### src/rtl/btn_pkg.sv
// Shared encodings and sizing helpers for the button event controller.
// Pure compile-time content: no logic, no latency.
// No flow control of its own; consumers size ports and ticks from these helpers.
package btn_pkg;

  localparam logic EVT_PRESS   = 1'b1;
  localparam logic EVT_RELEASE = 1'b0;

  // Index width that stays at least one bit wide for a single button.
  function automatic int id_width(input int n);
    return (n <= 1) ? 1 : $clog2(n);
  endfunction

  // Sample-tick period in clock cycles, shared so every block agrees on it.
  function automatic int tick_cyc(input int clk_freq, input int tick_us);
    return (clk_freq / 1_000_000) * tick_us;
  endfunction

endpackage

### src/rtl/btn_debounce_lane.sv
// Single-button 2-FF synchronizer plus tick-sampled debounce counter.
// Latency: 2 sync cycles + STABLE_TICKS ticks; flip is combinational on the accepting tick.
// No backpressure: flip is a 1-cycle strobe the parent must capture.
module btn_debounce_lane #(
  parameter int STABLE_TICKS = 10
) (
  input  logic clk,
  input  logic rst_n,
  input  logic tick,
  input  logic btn_raw,
  output logic state,
  output logic flip
);

  localparam int CW = $clog2(STABLE_TICKS + 1);
  localparam logic [CW-1:0] LAST = CW'(STABLE_TICKS - 1);

  logic [1:0]    sync_q;
  logic [CW-1:0] cnt;
  logic          mismatch;

  assign mismatch = (sync_q[1] != state);
  // Fires on the same tick that commits the new level, so the parent sees it at that edge.
  assign flip     = tick && mismatch && (cnt == LAST);

  // Synchronize the raw pin and count consecutive disagreeing ticks.
  always_ff @(posedge clk) begin
    if (!rst_n) begin
      sync_q <= '0;
      cnt    <= '0;
      state  <= 1'b0;
    end else begin
      sync_q <= {sync_q[0], btn_raw};
      if (tick) begin
        if (mismatch) begin
          if (cnt == LAST) begin
            state <= sync_q[1];
            cnt   <= '0;
          end else begin
            cnt <= cnt + 1'b1;
          end
        end else begin
          cnt <= '0;
        end
      end
    end
  end

endmodule

### src/rtl/btn_event_arb.sv
// Debounces NUM_BTN buttons on a shared tick and arbitrates press/release events round-robin.
// Latency: flip at edge E -> evt_valid at E+1 when the output register is free; 1 event/cycle sustained.
// Backpressure: evt_ready low holds the output; a second event per button overwrites pending and sets evt_ovf.
module btn_event_arb
  import btn_pkg::*;
#(
  parameter int CLK_FREQ     = 50_000_000,
  parameter int NUM_BTN      = 4,
  parameter int TICK_US      = 1000,
  parameter int STABLE_TICKS = 10,
  localparam int IDW         = id_width(NUM_BTN)
) (
  input  logic               clk,
  input  logic               rst_n,
  input  logic [NUM_BTN-1:0] btn_raw,
  output logic [NUM_BTN-1:0] btn_state,
  output logic               evt_valid,
  input  logic               evt_ready,
  output logic [IDW-1:0]     evt_id,
  output logic               evt_press,
  output logic [NUM_BTN-1:0] evt_ovf,
  input  logic [NUM_BTN-1:0] ovf_clr
);

  localparam int TICK_CYC = tick_cyc(CLK_FREQ, TICK_US);
  localparam int PW       = $clog2(TICK_CYC + 1);
  localparam logic [PW-1:0] PRE_LAST = PW'(TICK_CYC - 1);

  logic [PW-1:0]      pre_cnt;
  logic               tick;
  logic [NUM_BTN-1:0] flip;
  logic [NUM_BTN-1:0] pending;
  logic [NUM_BTN-1:0] pending_dir;
  logic [NUM_BTN-1:0] load;
  logic [IDW-1:0]     ptr;
  logic [IDW-1:0]     sel_idx;
  logic [IDW-1:0]     next_ptr;
  logic               sel_vld;
  logic               out_free;

  assign tick     = (pre_cnt == PRE_LAST);
  assign out_free = !evt_valid || evt_ready;

  // Shared prescaler producing the debounce sample tick.
  always_ff @(posedge clk) begin
    if (!rst_n) begin
      pre_cnt <= '0;
    end else if (tick) begin
      pre_cnt <= '0;
    end else begin
      pre_cnt <= pre_cnt + 1'b1;
    end
  end

  for (genvar g = 0; g < NUM_BTN; g++) begin : g_lane
    btn_debounce_lane #(
      .STABLE_TICKS(STABLE_TICKS)
    ) u_lane (
      .clk    (clk),
      .rst_n  (rst_n),
      .tick   (tick),
      .btn_raw(btn_raw[g]),
      .state  (btn_state[g]),
      .flip   (flip[g])
    );
  end

  // Round-robin pick: first pending index at or above ptr, wrapping explicitly for any NUM_BTN.
  always_comb begin
    int idx;
    sel_vld = 1'b0;
    sel_idx = '0;
    idx     = 0;
    for (int k = 0; k < NUM_BTN; k++) begin
      idx = int'(ptr) + k;
      if (idx >= NUM_BTN) idx = idx - NUM_BTN;
      if (!sel_vld && pending[idx]) begin
        sel_vld = 1'b1;
        sel_idx = IDW'(idx);
      end
    end
    next_ptr = (int'(sel_idx) == NUM_BTN - 1) ? '0 : sel_idx + 1'b1;
    for (int i = 0; i < NUM_BTN; i++) begin
      load[i] = out_free && sel_vld && (int'(sel_idx) == i);
    end
  end

  // Capture flips into pending; a flip onto an unconsumed pending event overwrites it and flags loss.
  always_ff @(posedge clk) begin
    if (!rst_n) begin
      pending     <= '0;
      pending_dir <= '0;
      evt_ovf     <= '0;
    end else begin
      for (int i = 0; i < NUM_BTN; i++) begin
        if (flip[i]) begin
          pending[i]     <= 1'b1;
          pending_dir[i] <= ~btn_state[i];
        end else if (load[i]) begin
          pending[i] <= 1'b0;
        end
        if (flip[i] && pending[i] && !load[i]) begin
          evt_ovf[i] <= 1'b1;
        end else if (ovf_clr[i]) begin
          evt_ovf[i] <= 1'b0;
        end
      end
    end
  end

  // Output register: reload whenever free, hold id/press stable while stalled.
  always_ff @(posedge clk) begin
    if (!rst_n) begin
      evt_valid <= 1'b0;
      evt_id    <= '0;
      evt_press <= EVT_RELEASE;
      ptr       <= '0;
    end else if (out_free) begin
      if (sel_vld) begin
        evt_valid <= 1'b1;
        evt_id    <= sel_idx;
        evt_press <= pending_dir[sel_idx];
        ptr       <= next_ptr;
      end else begin
        evt_valid <= 1'b0;
      end
    end
  end

endmodule

### config.mk
export PLATFORM = sky130hd
export DESIGN_NAME = btn_event_arb
export DESIGN_NICKNAME = d
export VERILOG_FILES = /design/src/rtl/btn_pkg.sv /design/src/rtl/btn_debounce_lane.sv /design/src/rtl/btn_event_arb.sv
export SDC_FILE = /design/constraint.sdc
export NUM_CORES = 1
export LEC_CHECK = 0
export ABC_AREA = 1
export CAP_MARGIN = 20
export CORE_UTILIZATION = 52
export DETAILED_ROUTE_END_ITERATION = 10
export PLACE_DENSITY = 0.83
export SLEW_MARGIN = 10
export SYNTH_ARGS = -nofsm -noshare
export SYNTH_HDL_FRONTEND = slang
export SYNTH_SLANG_ARGS = --single-unit
### constraint.sdc
create_clock -name clk -period 1.8 [get_ports clk]
set_input_delay 0.27 -clock clk [delete_from_list [all_inputs] [get_ports clk]]
set_output_delay 0.27 -clock clk [all_outputs]
set_load 0.1 [all_outputs]
After elaboration in Yosys (flattened, before gate mapping)
Cells that the tools add are included.
- flip-flop bits (word level): 62
- bits in latches: 0
- memory bits (writable): 0
- bits in read-only memories: 0
- output and inout bits: 12
- memories: 0
- add/sub/neg operators: 13
- $mul: 0
- div/mod/pow operators: 0
- magnitude comparators: 9
- equal/unequal tests: 12
- shift-type cells: 0
- multiplexer cells: 52
- bitwise logic cells: 5
- reduce and logical (&&, ||, !) cells: 48
- operators by type and width (kind ; number):
    $lt A32 B4 Y1 const B ; 4
    $mux W32 ; 4
    $mux W4 ; 8
    $mux W1 ; 30
    $logic_and A1 B1 Y1 ; 24
    $add A16 B1 Y16 const B ; 1
    $add A4 B1 Y4 const B ; 4
    $eq A16 B16 Y1 const B ; 1
    $eq A4 B4 Y1 const B ; 4
    $reduce_bool A2 Y1 ; 8
    $reduce_and A3 Y1 ; 4
    $sub A3 B3 Y4 const B ; 3
    $bmux W1 S2 ; 5
    $mux W2 ; 5
    $ge A3 B3 Y1 const B ; 3
    $logic_not A1 Y1 ; 8
    $add A2 B2 Y3 const B ; 2
    $not A1 Y1 ; 5
    $eq A2 B2 Y1 const B ; 2
    $ne A1 B1 Y1 ; 4
    $sub A2 B3 Y4 const B ; 1
    $add A2 B1 Y3 const B ; 1
    $ge A2 B3 Y1 const B ; 1
    $lt A2 B3 Y1 const B ; 1
    other kinds (6) ; 6

Depth between registers and ports, before layout
- word-level depth: 20
- mapped depth: 15
- mapped depth without buffers: 15

Cells and area by module
From an unflattened synthesis, not the netlist that was laid out.
- cell total of the unflattened synthesis: 450
- area, all modules: 3283.1 sq um
- by module, submodules not included (module ; instances ; cells an instance ; area an instance (sq um) ; seq. area each (sq um)):
    btn_event_arb ; 1 ; 250 ; 1846.8 ; 680.7
    btn_debounce_lane ; 4 ; 50 ; 359.1 ; 140.1

Worst setup path before layout
Ideal clock, no wire load.
- kind: register to register
- start: reg evt_valid
- end: reg evt_ovf[1]
- data arrival time: 1.661 ns
- data required time: 1.735 ns
- path slack: 0.074 ns
- cell stages (with the launch flop): 10
- cell sequence: dfxtp_1 inv_1 nor2_1 inv_1 nand2_4 inv_4 nand2_2 nand2_2 o21a_1 nor2_1
- word-level cells in the longest chain between the ends: 7
- elaborated cells on any way between the ends: 8
- classes of those cells: 1 x mux; 7 x reduce/logical
- RTL lines (what ; RTL line ; source):
    start: declaration ; btn_event_arb.sv:17 ; output logic evt_valid,
    start signal: assignment ; btn_event_arb.sv:114 ; evt_valid <= 1'b0;
    start signal: assignment ; btn_event_arb.sv:120 ; evt_valid <= 1'b1;
    start signal: assignment ; btn_event_arb.sv:125 ; evt_valid <= 1'b0;
    $logic_not A1 Y1 (*) ; btn_event_arb.sv:42 ; assign out_free = !evt_valid || evt_ready;
    $logic_or A1 B1 Y1 (*) ; btn_event_arb.sv:42 ;
    $logic_and A1 B1 Y1 (*) (2 in a row) ; btn_event_arb.sv:84 ; load[i] = out_free && sel_vld && (int'(sel_idx) == i);
    $logic_not A1 Y1 (*) ; btn_event_arb.sv:102 ; if (flip[i] && pending[i] && !load[i]) begin
    $logic_and A1 B1 Y1 (*) ; btn_event_arb.sv:102 ;
    $mux W1 or $reduce_bool A2 Y1 (tied branches) ; - ;
    end signal: assignment ; btn_event_arb.sv:93 ; evt_ovf <= '0;
    end signal: indexed assignment ; btn_event_arb.sv:103 ; evt_ovf[i] <= 1'b1;
    end signal: indexed assignment ; btn_event_arb.sv:105 ; evt_ovf[i] <= 1'b0;
    end: declaration ; btn_event_arb.sv:21 ; output logic [NUM_BTN-1:0] evt_ovf,
Every way passes the cells marked *; elsewhere a longest branch is shown, timed or not.
A chain may end at the register's enable or synchronous reset.

Final worst setup path
- start: reg ptr[0]
- end: reg evt_ovf[1]
- word-level cells in the longest chain between the ends: 20
- elaborated cells on any way between the ends: 48
- classes of those cells: 7 x add/sub; 4 x order compare; 1 x eq/ne; 25 x mux; 11 x reduce/logical
- RTL lines (what ; RTL line ; source):
    start: declaration ; btn_event_arb.sv:35 ; logic [IDW-1:0] ptr;
    start signal: assignment ; btn_event_arb.sv:123 ; ptr <= next_ptr;
    parallel branches: the longest is 14 deep, another holds $sub A3 B3 Y4 ; - ;
    $mux W2 (*) ; btn_event_arb.sv:77 ; if (!sel_vld && pending[idx]) begin
    named net sel_idx[0] ; btn_event_arb.sv:36 ; logic [IDW-1:0] sel_idx;
    $eq A2 B2 Y1 (*) ; btn_event_arb.sv:84 ;
    $logic_and A1 B1 Y1 (*) ; btn_event_arb.sv:84 ;
    $logic_not A1 Y1 (*) ; btn_event_arb.sv:102 ;
    $logic_and A1 B1 Y1 (*) ; btn_event_arb.sv:102 ;
    $mux W1 or $reduce_bool A2 Y1 (tied branches) ; - ;
Mark *: on every way through the listed nets, which the timed path passes. The select of a mux whose other input is x is not followed.

==> metrics.txt <==
status=finished with violations; failing checks=negative setup slack; CTS Sinks=62; root buffer cell=clkbuf_8; f_max=0.546 GHz; n_diodes=0; Clock Latency Late Sink=between 300 and 400 ps; Critical Path AT=approximately 2100 ps; PwrDens=around 1300 nW/um2; global-route wire length before repair=11.4 mm; vias in the first global route=~2600; Avg WL per Cell=~15 um; Peak VDD IR=~700 uV; Seq pwr share=29.1%; router iterations before antenna repair=5; GRT overflow=0; Total Power=between 5000 and 6000 uW; Final Hold Viols=0; Synth Flop Type=dfxtp_1; Final Cycle Share=102%; CP Max Fanout=5; net switching power figure=1850 uW; Detailed Place HPWL=approximately 4.7 mm; clock-pin slew on the worst setup and hold paths=roughly 70 ps; Ports=23; total wire length=around 7.7 mm; cell area after synthesis=slightly below 3000 um2; Bufs on Longest Clock Path=2; Remaining DRCs=0; Avg Inst Size Synth=approximately 7.8 um2; share of cells above drive strength 1=approximately a third; Die Width=approximately 80 um; Initial Util=54.1%; Routed Antenna Nets=0; Post-synth ARST share=0%; Gate Count Post-Synth=roughly 380; Util after Layout=roughly three quarters; Gate power share=38.9%; Max Cap Viol=0; Syn-to-layout area delta=35.8%; RSZ-0062 raised after global routing=true; Internal=about 3300 uW; Sw Share=between 30% and 40%; Final Setup Violations=5; Placer Congestion=0.916; worst min-delay path category=reg -> reg; Worst setup SP type=flip-flop; WS Path Type=reg -> reg; TritonCTS clock tree=built; Seq/Total Area, Yosys=between 40% and 50%; Place WS=-82.8 ps; Leak=0.00173 uW; placed cell area=3460 um2; Vias=between 2000 and 3000; row count=27; Layout Nets=around 470; Tightest Pin Transition=327 ps; CORE AREA=roughly 5500 um2; fin. max-slew vios=0; port buffer count=22; vias per inst=around 5.4; Tmin final=1830 ps; Total GRT Usage=24.3%; die height=77.7 um; Netlist cell types=34; cell area after layout=4050 um2; final setup skew=a little over 6 ps; Max-slew headroom=around 80%; die area=a little over 6000 um2; CTS H-tree lvls=3; CTS Hold Bufs=0; total CTS buffers=9; Synthesis Warnings=0; largest net degree at the start of global routing=21; Clk network pwr share=31.9%; register bit count reported by yosys=62; final worst setup slack=-32.3 ps; capturing element type of the critical path=flip-flop; syn_nets=408; CP required=2080 ps; Iter 0 DRT Violations=around 220; initial antenna violation count=0; number of synthesized flops with an enable pin=0
state kept, by name, summed over array words and instances, names as in the netlist:
register	count
g_lane.u_lane.state	4
evt_press	1
pre_cnt	16
pending_dir	4
evt_id	2
evt_ovf	4
evt_valid	1
g_lane.u_lane.sync_q	8
ptr	2
pending	4
g_lane.u_lane.cnt	16
cells in the mapped netlist (2+ instances only):
master	instances	share of area (%)
inv_2	7	0.88
nand3b_1	2	0.50
dfxtp_1	62	42
xnor2_1	5	1.5
nand3_2	3	1.0
ha_1	13	5.5
nor2_2	3	0.63
nand3_1	31	5.2
a21oi_1	22	3.7
clkbuf_1	3	0.38
buf_4	4	1.0
nand4_1	5	1.0
nand2_1	70	8.8
o21a_1	3	0.76
nor3_2	3	1.0
buf_2	3	0.50
xor2_1	12	3.5
nor2_1	27	3.4
nand2_2	11	2.3
a31oi_1	2	0.42
o21ai_1	10	1.7
o21ai_0	8	1.3
nor3_1	3	0.50
o22ai_1	8	1.7
nand2_4	4	1.5
inv_1	52	6.6
layout make-up:
type	instances	area (um2)
clock buffers	10	138
repair buffers	57	527
inverters	60	240
flip-flops and latches	62	1260
clock inverters	6	133
well taps	72	90.1
fillers	354	1460
multi-input cells	251	1660
layer usage:
metal  vias up  global-route usage [%]  wire length (um)
met4         0                    14.7               336
met2       101                    42.1              3810
li1       1341                       -                 -
met5         -                       0                 0
met1      1329                    27.0              3160
met3        35                    5.53               360
final timing paths:
path / from / end / slack [ps] / depth (start not counted)
max reg2reg: ptr[0] / evt_ovf[1] / -30 / 13
min: g_lane[3].u_lane.sync_q[0] / g_lane[3].u_lane.sync_q[1] / 410 / 2
max: ptr[0] / evt_ovf[1] / -30 / 13
min reg2reg: g_lane[3].u_lane.sync_q[0] / g_lane[3].u_lane.sync_q[1] / 410 / 2
power by group through the flow:
stage / sequential [uW] / clock [uW] / combinational (uW)
finish: 1500 / 1650 / 2010
global route: 1510 / 1710 / 2150
CTS: 1490 / 1670 / 1710
detailed placement: 1510 / 0 / 1540
global placement: 1510 / 0 / 1490
floorplan: 1720 / 0 / 869
per-stage QoR:
step | setup TNS (ps) | std cells | hold WS, ps
global route | -1140 | 518 | 438
finish | -100 | 518 | 414
detailed placement | -382 | 494 | 398
CTS | -2.79 | 512 | 415
floorplan | 0 | 384 | 368
global placement | -2.04 | 494 | 393
timing repair:
| item | CTS | global route |
|---|---|---|
| gates resized for setup | 27 | 47 |
| hold endpoints to repair | 0 | 0 |
| endpoints found under the setup margin | 10 | 50 |
| setup buffers | 2 | 6 |
| pin swaps | 12 | 23 |
worst max-delay path, stage by stage, from the launching register on:
cell	delay [ps]
dfxtp_4	390
buf_6	140
nand2_4	60
nand3_4	100
nand2_4	80
nor2_8	140
nand3_4	100
nand3_4	130
inv_2	70
ha_2	180
nand2_2	70
nand2_2	50
o21a_1	160
nor2_1	80
placed cells by master, fill, tap and decap left out, drive strengths merged:
cell type and count:
nand3 35, o22ai 8, o21ai 18, nand4 5
nand2 85, clkdlybuf4s50 10, or2 1, clkinv 1
o211a 1, nor2 31, a31oi 2, dfxtp 62
nor3b 1, nand3b 2, o21a 3, xor2 12
ha 13, nor3 6, a21oi 22, buf 47
xnor2 5, clkinvlp 1, clkbuf 10, bufinv 4
nor4 1, inv 60
kinds of logic after synthesis:
group / share of synthesized area, %
and+or+nand+nor: 28.1
buffers and inverters: 9.91
DFF: 41.7
AOI/OAI and AO/OA: 9.91
xor gates and xnor gates: 5.00
adders and majority gates: 5.46
No activity file was read; power rests on OpenSTA's default activity.
